$ cat config.mk
export PLATFORM = sky130hd
export DESIGN_NAME = seg_bus_monitor
export DESIGN_NICKNAME = d
export VERILOG_FILES = /design/src/rtl/seg_mon_pkg.sv /design/src/rtl/seg_pattern_decode.sv /design/src/rtl/seg_bus_monitor.sv
export SDC_FILE = /design/constraint.sdc
export NUM_CORES = 1
export LEC_CHECK = 0
export CORE_MARGIN = 2
export CORE_UTILIZATION = 49
export CTS_CLUSTER_SIZE = 30
export DETAILED_ROUTE_END_ITERATION = 6
export HOLD_SLACK_MARGIN = 0.15
export PLACE_DENSITY = 0.72
export SLEW_MARGIN = 5
export SYNTH_ARGS = -nofsm -noshare
export SYNTH_HDL_FRONTEND = slang
export SYNTH_SLANG_ARGS = --single-unit
$ cat constraint.sdc
create_clock -name clk -period 2.3 [get_ports clk]
set_input_delay 0.46 -clock clk [delete_from_list [all_inputs] [get_ports clk]]
set_output_delay 0.46 -clock clk [all_outputs]
set_load 0.1 [all_outputs]
$ cat src/rtl/seg_mon_pkg.sv
// Shared definitions for the seven-segment readback monitor: segment patterns,
// FSM states and the pattern-decode result type.
package seg_mon_pkg;

  localparam int CNT_WIDTH = 8;

  // Active-high segment patterns, bit0 = a ... bit6 = g
  localparam logic [6:0] SEG_HEX_0 = 7'h3F;
  localparam logic [6:0] SEG_HEX_1 = 7'h06;
  localparam logic [6:0] SEG_HEX_2 = 7'h5B;
  localparam logic [6:0] SEG_HEX_3 = 7'h4F;
  localparam logic [6:0] SEG_HEX_4 = 7'h66;
  localparam logic [6:0] SEG_HEX_5 = 7'h6D;
  localparam logic [6:0] SEG_HEX_6 = 7'h7D;
  localparam logic [6:0] SEG_HEX_7 = 7'h07;
  localparam logic [6:0] SEG_HEX_8 = 7'h7F;
  localparam logic [6:0] SEG_HEX_9 = 7'h6F;
  localparam logic [6:0] SEG_HEX_A = 7'h77;
  localparam logic [6:0] SEG_HEX_B = 7'h7C;
  localparam logic [6:0] SEG_HEX_C = 7'h39;
  localparam logic [6:0] SEG_HEX_D = 7'h5E;
  localparam logic [6:0] SEG_HEX_E = 7'h79;
  localparam logic [6:0] SEG_HEX_F = 7'h71;

  localparam logic [15:0][6:0] SEG_PATTERNS = {
    SEG_HEX_F, SEG_HEX_E, SEG_HEX_D, SEG_HEX_C,
    SEG_HEX_B, SEG_HEX_A, SEG_HEX_9, SEG_HEX_8,
    SEG_HEX_7, SEG_HEX_6, SEG_HEX_5, SEG_HEX_4,
    SEG_HEX_3, SEG_HEX_2, SEG_HEX_1, SEG_HEX_0
  };

  typedef enum logic [1:0] {
    IDLE  = 2'd0,
    TRACK = 2'd1,
    HELD  = 2'd2
  } mon_state_e;

  typedef struct packed {
    logic       legal;
    logic       blank;
    logic [3:0] value;
  } seg_decode_t;

endpackage

$ cat src/rtl/seg_pattern_decode.sv
// Combinational seven-segment pattern to hex decoder; exact match only.
// Shared with the encoder-side checker.
module seg_pattern_decode
  import seg_mon_pkg::*;
(
  input  logic [6:0]  seg_i,
  output seg_decode_t result_o
);

  always_comb begin
    result_o       = '0;
    result_o.blank = (seg_i == 7'h00);
    for (int v = 0; v < 16; v++) begin
      if (seg_i == SEG_PATTERNS[v]) begin
        result_o.legal = 1'b1;
        result_o.value = 4'(v);
      end
    end
  end

endmodule

$ cat src/rtl/seg_bus_monitor.sv
// Seven-segment bus readback monitor: synchronizes the multiplexed display bus,
// waits for each digit slot to settle and decodes it into a per-digit register file.
// Optional feature: define SEG_MON_BLANK_EN to accept the all-off pattern as a blank capture.
module seg_bus_monitor
  import seg_mon_pkg::*;
#(
  parameter int NUM_DIGITS    = 4,
  parameter int STABLE_CYCLES = 4
) (
  input  logic                    clk,
  input  logic                    rst_n,
  input  logic [6:0]              seg_n,
  input  logic [NUM_DIGITS-1:0]   an_n,
  output logic [4*NUM_DIGITS-1:0] hex_out,
  output logic [NUM_DIGITS-1:0]   digit_valid,
  output logic [NUM_DIGITS-1:0]   digit_err,
  output logic                    upd,
  output logic [2:0]              upd_idx,
  output logic                    frame_done
);

  localparam logic [CNT_WIDTH-1:0] STABLE_C = CNT_WIDTH'(STABLE_CYCLES);

`ifdef SEG_MON_BLANK_EN
  localparam bit BLANK_EN = 1'b1;
`else
  localparam bit BLANK_EN = 1'b0;
`endif

  logic [6:0]              seg_s1_q, seg_s2_q, seg_prev_q;
  logic [NUM_DIGITS-1:0]   an_s1_q, an_s2_q, an_prev_q;

  mon_state_e              state_q, state_d;
  logic [CNT_WIDTH-1:0]    cnt_q, cnt_d;

  logic [4*NUM_DIGITS-1:0] hex_q, hex_d;
  logic [NUM_DIGITS-1:0]   valid_q, valid_d;
  logic [NUM_DIGITS-1:0]   err_q, err_d;
  logic [NUM_DIGITS-1:0]   seen_q, seen_d;
  logic                    upd_q, upd_d;
  logic [2:0]              idx_q, idx_d;
  logic                    frame_q, frame_d;

  logic [NUM_DIGITS-1:0]   an_act;
  logic [NUM_DIGITS-1:0]   seen_next;
  logic                    one_hot;
  logic                    same;
  logic                    capture;
  seg_decode_t             dec;

  // Two-flop synchronizer plus one more stage holding the previous sample for change detection
  always_ff @(posedge clk or negedge rst_n) begin
    if (!rst_n) begin
      seg_s1_q   <= '1;
      seg_s2_q   <= '1;
      seg_prev_q <= '1;
      an_s1_q    <= '1;
      an_s2_q    <= '1;
      an_prev_q  <= '1;
    end else begin
      seg_s1_q   <= seg_n;
      seg_s2_q   <= seg_s1_q;
      seg_prev_q <= seg_s2_q;
      an_s1_q    <= an_n;
      an_s2_q    <= an_s1_q;
      an_prev_q  <= an_s2_q;
    end
  end

  assign an_act  = ~an_s2_q;
  assign one_hot = (an_act != '0) && ((an_act & (an_act - NUM_DIGITS'(1))) == '0);
  assign same    = (seg_s2_q == seg_prev_q) && (an_s2_q == an_prev_q);

  seg_pattern_decode u_decode (
    .seg_i    (~seg_s2_q),
    .result_o (dec)
  );

  always_ff @(posedge clk or negedge rst_n) begin
    if (!rst_n) begin
      state_q <= IDLE;
      cnt_q   <= '0;
    end else begin
      state_q <= state_d;
      cnt_q   <= cnt_d;
    end
  end

  // The first sample of a new slot counts as 1; capture fires when the run length hits STABLE_CYCLES
  always_comb begin
    state_d = state_q;
    cnt_d   = cnt_q;
    capture = 1'b0;
    unique case (state_q)
      IDLE: begin
        cnt_d = '0;
        if (one_hot) begin
          state_d = TRACK;
          cnt_d   = CNT_WIDTH'(1);
        end
      end
      TRACK: begin
        if (!one_hot) begin
          state_d = IDLE;
          cnt_d   = '0;
        end else if (!same) begin
          cnt_d = CNT_WIDTH'(1);
        end else begin
          cnt_d = cnt_q + CNT_WIDTH'(1);
          if (cnt_d == STABLE_C) begin
            capture = 1'b1;
            state_d = HELD;
          end
        end
      end
      HELD: begin
        if (!one_hot) begin
          state_d = IDLE;
          cnt_d   = '0;
        end else if (!same) begin
          state_d = TRACK;
          cnt_d   = CNT_WIDTH'(1);
        end
      end
      default: begin
        state_d = IDLE;
        cnt_d   = '0;
      end
    endcase
  end

  assign seen_next = seen_q | an_act;

  // Capture datapath: an illegal pattern keeps the old value but flags the digit
  always_comb begin
    hex_d   = hex_q;
    valid_d = valid_q;
    err_d   = err_q;
    seen_d  = seen_q;
    idx_d   = idx_q;
    upd_d   = 1'b0;
    frame_d = 1'b0;
    if (capture) begin
      upd_d = 1'b1;
      for (int i = 0; i < NUM_DIGITS; i++) begin
        if (an_act[i]) begin
          idx_d = 3'(i);
          if (BLANK_EN && dec.blank) begin
            hex_d[4*i +: 4] = 4'h0;
            valid_d[i]      = 1'b0;
            err_d[i]        = 1'b0;
          end else if (dec.legal) begin
            hex_d[4*i +: 4] = dec.value;
            valid_d[i]      = 1'b1;
            err_d[i]        = 1'b0;
          end else begin
            valid_d[i]      = 1'b0;
            err_d[i]        = 1'b1;
          end
        end
      end
      if (seen_next == '1) begin
        frame_d = 1'b1;
        seen_d  = '0;
      end else begin
        seen_d  = seen_next;
      end
    end
  end

  always_ff @(posedge clk or negedge rst_n) begin
    if (!rst_n) begin
      hex_q   <= '0;
      valid_q <= '0;
      err_q   <= '0;
      seen_q  <= '0;
      idx_q   <= '0;
      upd_q   <= 1'b0;
      frame_q <= 1'b0;
    end else begin
      hex_q   <= hex_d;
      valid_q <= valid_d;
      err_q   <= err_d;
      seen_q  <= seen_d;
      idx_q   <= idx_d;
      upd_q   <= upd_d;
      frame_q <= frame_d;
    end
  end

  assign hex_out     = hex_q;
  assign digit_valid = valid_q;
  assign digit_err   = err_q;
  assign upd         = upd_q;
  assign upd_idx     = idx_q;
  assign frame_done  = frame_q;

endmodule

==> metrics, run 1 <==
Yosys reg bits=75; cell at the slowest stage of the critical path=sky130_fd_sc_hd__dfstp_2; Unique masters post-synth=53; via count of the first global-routing pass=2323; placed cells=417; reg-to-reg endpoint=hex_out[12]$_DFFE_PN0P_; maximum level of the CTS H-tree=3; worst min path class=flip-flop to flip-flop; top_reg_cell synth=sky130_fd_sc_hd__dfrtp_1; count of yosys warnings during synthesis=0; number of max-cap violations=0; LEAKAGE=1.95 nW; worst slew pin tran=0.535 ns; via density per instance=5.42; Inserted Diodes=0; Area after DPL=3920 um2; Core Box Area=6680 um2; crit path launch=seg_s2_q[6]$_DFF_PN1_; largest fanout of any net on the critical path=5; Global Route Usage Sum=0.201; worst vdd ir=571 uV; global-route wire length before repair=11600 um; setup_tns=0 ns; count of buffers from port buffering=40; path depth of the worst reg2reg path=6; Worst Hold Slack=0.357 ns; clock latency of the later-clocked register in the worst-skew pair=0.35 ns; # DRC=0; share of layout cells above drive strength 1=0.424; instance count of the mapped netlist=284; CTS tree=yes; Critical Path Source Type=flip-flop; Crit path max-delay family=simple AND/OR/NAND/NOR gates; sum of overflow across all layers after global routing=0; Die Width=86.3 um; global placement routability congestion=0.897; start-to-end type of the worst setup path=flip-flop to flip-flop; fraction of synthesized cell area taken by the top area cell type=0.317; WL final=6790 um; clock root buffer=sky130_fd_sc_hd__clkbuf_8; Peak Freq=0.440 GHz; combined area of all synthesized cells=3320 um2; First DRT Iteration DRCs=110; largest net degree at the start of global routing=41; startpoint of the worst hold path=seg_s1_q[0]$_DFF_PN1_; launch instance of the worst register-to-register path=seg_s2_q[6]$_DFF_PN1_; worst reg2reg setup slack=0.03 ns; largest cells by area after synthesis=sky130_fd_sc_hd__dfrtp_1 (32%), sky130_fd_sc_hd__dfstp_2 (26%), sky130_fd_sc_hd__mux2_2 (4.4%); DRT antenna net count=0; part of the Yosys area used for sequential elements=0.578; number of cells on the worst hold path=0; area growth from synthesis to layout=29.6%; worst setup slack before clock tree synthesis=-0.0914 ns; count of endpoints failing setup in the final report=0; number of antenna violations at the first check in global routing=0; cell-by-cell trace of the critical path=xor2_1, nor4_4, o2111ai_4, or3_4, nor2_4, mux2_2; Clock Pin Slew Worst Setup and Hold Paths=0.08 ns; Arrival @ worst endpoint=2.51 ns; endpoint with the worst hold slack=seg_s2_q[0]$_DFF_PN1_; Yosys top cell by area=sky130_fd_sc_hd__dfrtp_1; Finished Core Util=0.644; maximum clock insertion buffer count=2; Layout Cells excl Fill=441; area of the die=7450 um2; number of synthesized flops with an enable pin=0; Final Slew Violations=0; share of the clock period used by the worst path=0.989; total power consumption of the routed design=2.85 mW; routed length per instance=15.4 um; share of flip-flops with an asynchronous set or reset=1.00; nature of the critical path endpoint=flip-flop; net count of the mapped netlist=298; final standard cell area without fillers=4300 um2; die height=86.3 um; number of clock sinks seen by CTS=75; required time reported for the critical path endpoint=2.53 ns; dpl hpwl=4650 um; syn avg cell area=11.7 um2; Site Rows=30; number of ports placed on the die boundary=42; relative slew slack=0.643; Tmin final=2.27 ns; Worst Clk Skew=0.00974 ns; Pre-Repair DR Iteration Count=4; slack of the critical path=0.0260 ns; run status=completed; number of buffers inserted during clock tree synthesis=9; Pwr Density=662 nW/um2; final hold vios=0; initial core utilization=0.497; routed via count=2389; buffering stage count on the worst path with inverters included=0; count of nets after finishing=370; largest stage delay on the critical path=0.59 ns; setup repair after global routing missed its margin=yes
[worst register-to-register path, stage by stage (launching register included)]
cell and delay (ns):
sky130_fd_sc_hd__dfstp_2 0.59, sky130_fd_sc_hd__xor2_1 0.11, sky130_fd_sc_hd__nor4_4 0.37, sky130_fd_sc_hd__o2111ai_4 0.21
sky130_fd_sc_hd__or3_4 0.40, sky130_fd_sc_hd__nor2_4 0.13, sky130_fd_sc_hd__mux2_2 0.35
[cell families (layout without fill, tap and decap cells)]
group / Yosys count / in the layout / synth area share
and+or+nand+nor: 102 / 102 / 0.199
AOI/OAI and AO/OA: 51 / 51 / 0.0987
adders and majority gates: 1 / 1 / 0.00377
DFF: 75 / 75 / 0.578
muxes: 13 / 13 / 0.0441
buffers and inverters: 26 / 103 / 0.0358
other: 1 / 1 / 0.00113
xor gates and xnor gates: 15 / 15 / 0.0396
[sequential cells by signal, summed over array words and instances, names as in the netlist]
signal and count:
an_s2_q 4, seen_q 4, upd 1, seg_prev_q 7, hex_out 16, seg_s1_q 7
state_q 2, digit_err 4, digit_valid 4, upd_idx 2, cnt_q 8, seg_s2_q 7
an_prev_q 4, an_s1_q 4, frame_done 1
[final cells by class]
type	count	area, um2
multi-input combinational	183	1360
timing repair buffer	77	643
tap	80	100
clock inverter	7	125
fill	519	2380
sequential	75	1920
inverter	10	37.5
clock buffer	9	124
[cells in the final DEF, fill, tap and decap left out, types with 10 or more instances in the layout]
cell / netlist / layout
sky130_fd_sc_hd__buf_4: 1 / 61
sky130_fd_sc_hd__clkdlybuf4s50_1: 0 / 11
sky130_fd_sc_hd__dfrtp_1: 42 / 42
sky130_fd_sc_hd__dfstp_2: 33 / 33
sky130_fd_sc_hd__inv_1: 10 / 10
sky130_fd_sc_hd__mux2_2: 13 / 13
sky130_fd_sc_hd__nand2_1: 14 / 14
sky130_fd_sc_hd__nor2_1: 20 / 20
sky130_fd_sc_hd__o21ai_0: 27 / 24
sky130_fd_sc_hd__xor2_1: 14 / 14
[cells in the mapped netlist, drive strengths merged, types with 8 or more instances]
library cell   n
buf           11
dfstp         33
nand2         14
inv           10
and3           8
nand3          8
nor3           8
o21ai         27
nor2          25
dfrtp         42
mux2          13
nor4          12
xor2          14
[worst max path at each step]
stage	cells past startpoint	slack, ns	end
detailed placement	6	-0.09	hex_out[9]$_DFFE_PN0P_
global placement	6	0.009	hex_out[9]$_DFFE_PN0P_
finish	6	0.03	hex_out[12]$_DFFE_PN0P_
global route	6	-0.06	hex_out[12]$_DFFE_PN0P_
floorplan	7	0.002	hex_out[10]$_DFFE_PN0P_
CTS	6	-0.009	hex_out[6]$_DFFE_PN0P_
[layer usage]
metal,track usage,up-vias,routed length (um)
li1,-,1155,-
met1,0.299,1179,3230
met2,0.285,47,3190
met3,0.0476,8,285
met4,0.0753,0,86
met5,0,-,0
[what timing repair did]
item / 4_1_cts / 5_1_grt
cloned: 0 / 0
endpoints found under the setup margin: 16 / 23
buffers inserted: 4 / 3
pin swaps: 3 / 5
gates resized for setup: 4 / 11
hold buffers: 1 / 0
hold endpoints to repair: 24 / 0
[report_power, final]
group / switching (mW) / internal, mW / leakage [nW]
clock: 0.503 / 0.730 / 0.124
sequential: 0.0253 / 1.37 / 0.932
combinational: 0.129 / 0.0885 / 0.890
No activity file was read; power rests on OpenSTA's default activity.
==> run 2: changes to the inputs <==
CAP_MARGIN = 5   (was not set)
CELL_PAD_IN_SITES_DETAIL_PLACEMENT = 0   (was not set)
CELL_PAD_IN_SITES_GLOBAL_PLACEMENT = 1   (was not set)
CORE_UTILIZATION = 40   (was 49)
PLACE_DENSITY = 0.73   (was 0.72)
==> run 2 against run 1 <==
  * Final cell count up 4.8%
  * Sequential cell count unchanged
  * Maximum frequency down 0.67%
  * Setup slack worse by 0.015 ns
  * Register-to-register slack worse by 0.02 ns
  * Critical path type unchanged
  * Largest cell class unchanged
  * Largest power group unchanged
==> metrics, run 2 (synthesis results as in run 1) <==
run status=completed; Finished Core Util=0.537 (-0.108); Worst Clk Skew=0.0108 ns (+0.00109 ns); WL final=6950 um (+2.3%); initial core utilization=0.408 (-0.0888); LEAKAGE=1.95 nW (+0.14%); FF/Latch Area=1920 um2 (unchanged); nature of the critical path endpoint=flip-flop; share of the clock period used by the worst path=0.995 (+0.00667); DRT antenna net count=0 (unchanged); final standard cell area without fillers=4370 um2 (+1.4%); Inserted Diodes=0 (unchanged); number of clock sinks seen by CTS=75 (unchanged); routed via count=2320 (-2.9%); largest net degree at the start of global routing=39 (-4.9%); worst slew pin tran=0.623 ns (+0.0879 ns); footprint of the multi-input gates=1430 um2 (+5.5%); First DRT Iteration DRCs=91 (-17%); Global Route Usage Sum=0.163 (-0.0377); required time reported for the critical path endpoint=2.53 ns (about the same); via count of the first global-routing pass=2256 (-2.9%); Pwr Density=628 nW/um2 (-5.2%); relative slew slack=0.585 (-0.0586); maximum clock insertion buffer count=2 (unchanged); number of cells on the worst hold path=0 (unchanged); sum of overflow across all layers after global routing=0 (unchanged); Area after DPL=3920 um2 (about the same); Site Rows=33 (+10%); CTS tree=yes; path depth of the worst reg2reg path=6 (unchanged); global placement routability congestion=0.748 (-17%); Peak Freq=0.437 GHz (-0.67%); area growth from synthesis to layout=31.5%; die height=95.1 um (+10%); Critical Path Source Type=flip-flop; total power consumption of the routed design=2.74 mW (-3.8%); most frequent cells in the layout=sky130_fd_sc_hd__buf_4 (55), sky130_fd_sc_hd__dfrtp_1 (42), sky130_fd_sc_hd__dfstp_2 (33), sky130_fd_sc_hd__o21ai_0 (23), sky130_fd_sc_hd__nor2_1 (20); number of ports placed on the die boundary=42 (unchanged); Die Width=95.1 um (+10%); via density per instance=5.02 (-7.3%); clock root buffer=sky130_fd_sc_hd__clkbuf_8; number of max-cap violations=0 (unchanged); start-to-end type of the worst setup path=flip-flop to flip-flop; final hold vios=0 (unchanged); maximum level of the CTS H-tree=3 (unchanged); Pre-Repair DR Iteration Count=4 (unchanged); most common cell after layout, fill and taps aside=sky130_fd_sc_hd__buf_4; number of buffers inserted during clock tree synthesis=9 (unchanged); number of antenna violations at the first check in global routing=0 (unchanged); routed length per instance=15.0 um (-2.4%); Arrival @ worst endpoint=2.52 ns (about the same); Clock Pin Slew Worst Setup and Hold Paths=0.08 ns (about the same); count of endpoints failing setup in the final report=0 (unchanged); largest fanout of any net on the critical path=7 (+2); Layout fillers=679 (+31%); number of flip-flops in the largest register=16 (unchanged); share of layout cells above drive strength 1=0.429 (+0.00475); global-route wire length before repair=11300 um (-2.2%); area of the die=9050 um2 (+21%); Tmin final=2.29 ns (+0.0154 ns); clock latency of the later-clocked register in the worst-skew pair=0.34 ns (about the same); count of buffers from port buffering=40 (unchanged); Final Slew Violations=0 (unchanged); dpl hpwl=4750 um (+2.1%); Core Box Area=8130 um2 (+22%); worst vdd ir=368 uV (-36%); worst min path class=flip-flop to flip-flop; Worst Hold Slack=0.357 ns (-0.000397 ns); # DRC=0 (unchanged); count of nets after finishing=366 (-1.1%); setup repair after global routing missed its margin=yes
==> run 2: critical path, cell delays in order (launching register included) <==
cell and delay [ns]:
sky130_fd_sc_hd__dfstp_2 0.61, sky130_fd_sc_hd__xor2_1 0.12, sky130_fd_sc_hd__nor4_4 0.34, sky130_fd_sc_hd__o2111ai_4 0.20
sky130_fd_sc_hd__or3_4 0.45, sky130_fd_sc_hd__nor2_4 0.13, sky130_fd_sc_hd__mux2_2 0.35
==> run 2: final timing paths <==
path,start,end,slack [ns]
worst max-delay path,an_s2_q[2]$_DFF_PN1_,hex_out[10]$_DFFE_PN0P_,0.01
worst min-delay path,an_s1_q[1]$_DFF_PN1_,an_s2_q[1]$_DFF_PN1_,0.36
worst max register to register,an_s2_q[2]$_DFF_PN1_,hex_out[10]$_DFFE_PN0P_,0.01
worst min register to register,an_s1_q[1]$_DFF_PN1_,an_s2_q[1]$_DFF_PN1_,0.36
max in group asynchronous,rst_n,an_prev_q[1]$_DFF_PN1_,0.94
min in group asynchronous,rst_n,hex_out[13]$_DFFE_PN0P_,0.67
==> run 2: final cells by class <==
class / count / share of cell area
clock inverters: 6 / 0.0206
flip-flops and latches: 75 / 0.439
multi-input cells: 183 / 0.328
clock buffers: 10 / 0.0292
well taps: 105 / 0.0301
repair buffers: 73 / 0.144
inverters: 10 / 0.00860
==> run 2: metal layers <==
metal	part of all wire	routed length, um	global-route usage	vias to the layer above
met5	0	0	0	-
met4	0.014	99	0.0616	0
met3	0.029	202	0.0316	9
met2	0.47	3280	0.242	41
met1	0.48	3370	0.236	1126
li1	-	-	-	1144
==> run 2: timing repair <==
action	in CTS	in global routing
setup endpoints to repair	12	28
hold endpoints to repair	5	0
pin swaps	1	6
buffers inserted	2	7
gates cloned	0	0
hold buffers	1	0
resized for setup	2	27
==> run 2: report_power, final <==
part	leakage, nW	switching, mW	internal, mW
Sequential	0.932	0.0256	1.37
Combinational	0.910	0.140	0.0996
Clock	0.107	0.486	0.615
==> run 2: per-stage QoR <==
| step | instances | worst slack, ns | setup TNS [ns] |
|---|---|---|---|
| floorplan | 284 | 0.00239 | 0 |
| global placement | 437 | -0.00775 | -0.0219 |
| detailed placement | 437 | -0.0276 | -0.0709 |
| CTS | 456 | 0.0189 | 0 |
| global route | 462 | -0.0669 | -0.372 |
| finish | 462 | 0.0107 | 0 |
==> run 3: changes to the inputs <==
ABC_CLOCK_PERIOD_IN_PS = 2500   (was not set)
CORE_UTILIZATION = 44   (was 40)
PLACE_DENSITY = 0.76   (was 0.73)
SLEW_MARGIN = 15   (was 5)
clock period = 2.5 ns   (was 2.3 ns; I/O delays follow)
==> run 3 against run 2 <==
  * Non-clock buffer count fell by 11
  * Critical path depth unchanged
  * Critical endpoint unchanged
  * Wire length down 0.94%
  * Sequential power shrank 8%
  * Final cell count fell by 3.7%
  * Clock-buffer cell count fell by 1
  * Sequential cell count did not move
  * Combinational power shrank 25%
  * Setup slack better by 0.096 ns
==> metrics, run 3 (synthesis results as in run 1) <==
via density per instance=5.24 (+4.4%); worst setup slack before clock tree synthesis=0.0942 ns (+0.122 ns); required time reported for the critical path endpoint=2.74 ns (+0.21 ns); relative slew slack=0.654 (+0.0693); number of flip-flops in the largest register=16 (unchanged); maximum clock insertion buffer count=2 (unchanged); Tmin final=2.39 ns (+0.104 ns); worst vdd ir=406 uV (+10%); largest net degree at the start of global routing=42 (+7.7%); Core Box Area=7290 um2 (-10%); Pre-Repair DR Iteration Count=4 (unchanged); slack of the critical path=0.107 ns (+0.0959 ns); share of layout cells above drive strength 1=0.370 (-0.0586); FF/Latch Area=1920 um2 (unchanged); via count of the first global-routing pass=2322 (+2.9%); run status=completed; worst min path class=flip-flop to flip-flop; count of endpoints failing setup in the final report=0 (unchanged); total power consumption of the routed design=2.40 mW (-13%); Layout fillers=672 (-1.0%); nature of the critical path endpoint=flip-flop; Peak Freq=0.418 GHz (-4.3%); Site Rows=31 (-6.1%); die height=90.9 um (-4.5%); # DRC=0 (unchanged); start-to-end type of the worst setup path=flip-flop to flip-flop; maximum level of the CTS H-tree=3 (unchanged); number of ports placed on the die boundary=42 (unchanged); worst slew pin tran=0.519 ns (-0.104 ns); global-route wire length before repair=11800 um (+4.0%); First DRT Iteration DRCs=119 (+31%); count of buffers from port buffering=40 (unchanged); number of buffers inserted during clock tree synthesis=9 (unchanged); switching power summed over all nets=0.666 mW (+2.2%); Gate power share=0.074 (-0.013); routed length per instance=15.5 um (+2.8%); Worst Clk Skew=0.0147 ns (+0.00387 ns); share of the clock period used by the worst path=0.957 (-0.0380); global placement routability congestion=0.767 (+2.6%); most frequent cells in the layout=sky130_fd_sc_hd__buf_4 (49), sky130_fd_sc_hd__dfrtp_1 (42), sky130_fd_sc_hd__dfstp_2 (33), sky130_fd_sc_hd__o21ai_0 (26), sky130_fd_sc_hd__nor2_1 (20); final hold vios=0 (unchanged); switching share of total power=0.278 (+0.0400); number of clock sinks seen by CTS=75 (unchanged); Die Width=90.9 um (-4.5%); Critical Path Source Type=flip-flop; clock root buffer=sky130_fd_sc_hd__clkbuf_8; clock latency of the later-clocked register in the worst-skew pair=0.36 ns (+0.02 ns); Pwr Density=586 nW/um2 (-6.6%); Inserted Diodes=0 (unchanged); internal power component=1.73 mW (-17%); sequential fraction of design power=0.540 (+0.029); Arrival @ worst endpoint=2.64 ns (+0.12 ns); number of antenna violations at the first check in global routing=0 (unchanged); LEAKAGE=1.83 nW (-5.9%); sum of overflow across all layers after global routing=0 (unchanged); initial core utilization=0.455 (+0.0471); number of max-cap violations=0 (unchanged); Global Route Usage Sum=0.180 (+0.0176); routed via count=2334 (+0.60%); area growth from synthesis to layout=23.1%; WL final=6880 um (-0.94%); Final Slew Violations=0 (unchanged); DRT antenna net count=0 (unchanged); most common cell after layout, fill and taps aside=sky130_fd_sc_hd__buf_4; dpl hpwl=4770 um (+0.57%); largest fanout of any net on the critical path=10 (+3); count of nets after finishing=355 (-3.0%); area of the die=8260 um2 (-8.7%); Clock Pin Slew Worst Setup and Hold Paths=0.09 ns (about the same); footprint of the multi-input gates=1300 um2 (-9.1%); CTS tree=yes; Clk pwr share=0.386 (-0.016)
run 3: cell count changes in the layout (fill, tap and decap cells not counted), sizes merged:
| cell | delta |
|---|---|
| inv | +4 |
| buf | -11 |
| bufinv | -2 |
| clkinvlp | -1 |
| clkbuf | -1 |
run 3: worst paths after layout:
path,endpoint,depth (start not counted),slack (ns),start
worst max register to register,hex_out[10]$_DFFE_PN0P_,6,0.11,seg_s2_q[1]$_DFF_PN1_
worst min register to register,seg_s2_q[3]$_DFF_PN1_,0,0.35,seg_s1_q[3]$_DFF_PN1_
max in group asynchronous,seg_prev_q[4]$_DFF_PN1_,3,1.21,rst_n
min in group asynchronous,hex_out[8]$_DFFE_PN0P_,2,0.66,rst_n
worst min-delay path,seg_s2_q[3]$_DFF_PN1_,0,0.35,seg_s1_q[3]$_DFF_PN1_
worst max-delay path,hex_out[10]$_DFFE_PN0P_,6,0.11,seg_s2_q[1]$_DFF_PN1_
run 3: area by class of cell:
| cell class | count | area share |
|---|---|---|
| sequential | 75 | 0.469 |
| clock inverter | 7 | 0.0187 |
| tap | 99 | 0.0303 |
| multi-input combinational | 183 | 0.318 |
| inverter | 10 | 0.00918 |
| clock buffer | 9 | 0.0303 |
| timing repair buffer | 62 | 0.124 |
run 3: power groups by stage:
stage | registers [mW] | clock network, mW | logic [mW]
floorplan | 1.30 | 0 | 0.112
global placement | 1.32 | 0 | 0.175
detailed placement | 1.32 | 0 | 0.176
CTS | 1.30 | 0.952 | 0.177
global route | 1.30 | 1.02 | 0.198
finish | 1.29 | 0.925 | 0.179
run 3: what timing repair did:
action                     in CTS  in global routing
setup endpoints to repair       0                 12
hold endpoints to repair       23                  0
hold buffers                    1                  0
gates resized for setup         0                  2
setup buffers                   0                  1
run 3: per-layer routing:
metal	routed length, um	track usage	vias to the layer above
met4	135	0.0581	0
met3	317	0.0492	14
met2	3110	0.260	56
met1	3320	0.265	1141
li1	-	-	1123
met5	0	0	-
run 3: through the flow:
stage | cells | hold slack [ns] | cell area (um2) | TNS, ns | utilization
floorplan | 284 | 0.204 | 3320 | 0 | -
global placement | 427 | 0.346 | 3860 | 0 | 0.529
detailed placement | 427 | 0.347 | 3860 | 0 | 0.529
CTS | 444 | 0.359 | 4070 | 0 | 0.558
global route | 445 | 0.346 | 4090 | -0.0465 | 0.561
finish | 445 | 0.355 | 4090 | 0 | 0.561
run 3: worst max-delay path, stage by stage (launching register included):
cell and delay, ns:
sky130_fd_sc_hd__dfstp_2 0.63, sky130_fd_sc_hd__xor2_1 0.14, sky130_fd_sc_hd__nor4_4 0.37, sky130_fd_sc_hd__o2111ai_4 0.23, sky130_fd_sc_hd__or3_1 0.41, sky130_fd_sc_hd__nor2_2 0.16
sky130_fd_sc_hd__mux2_2 0.34
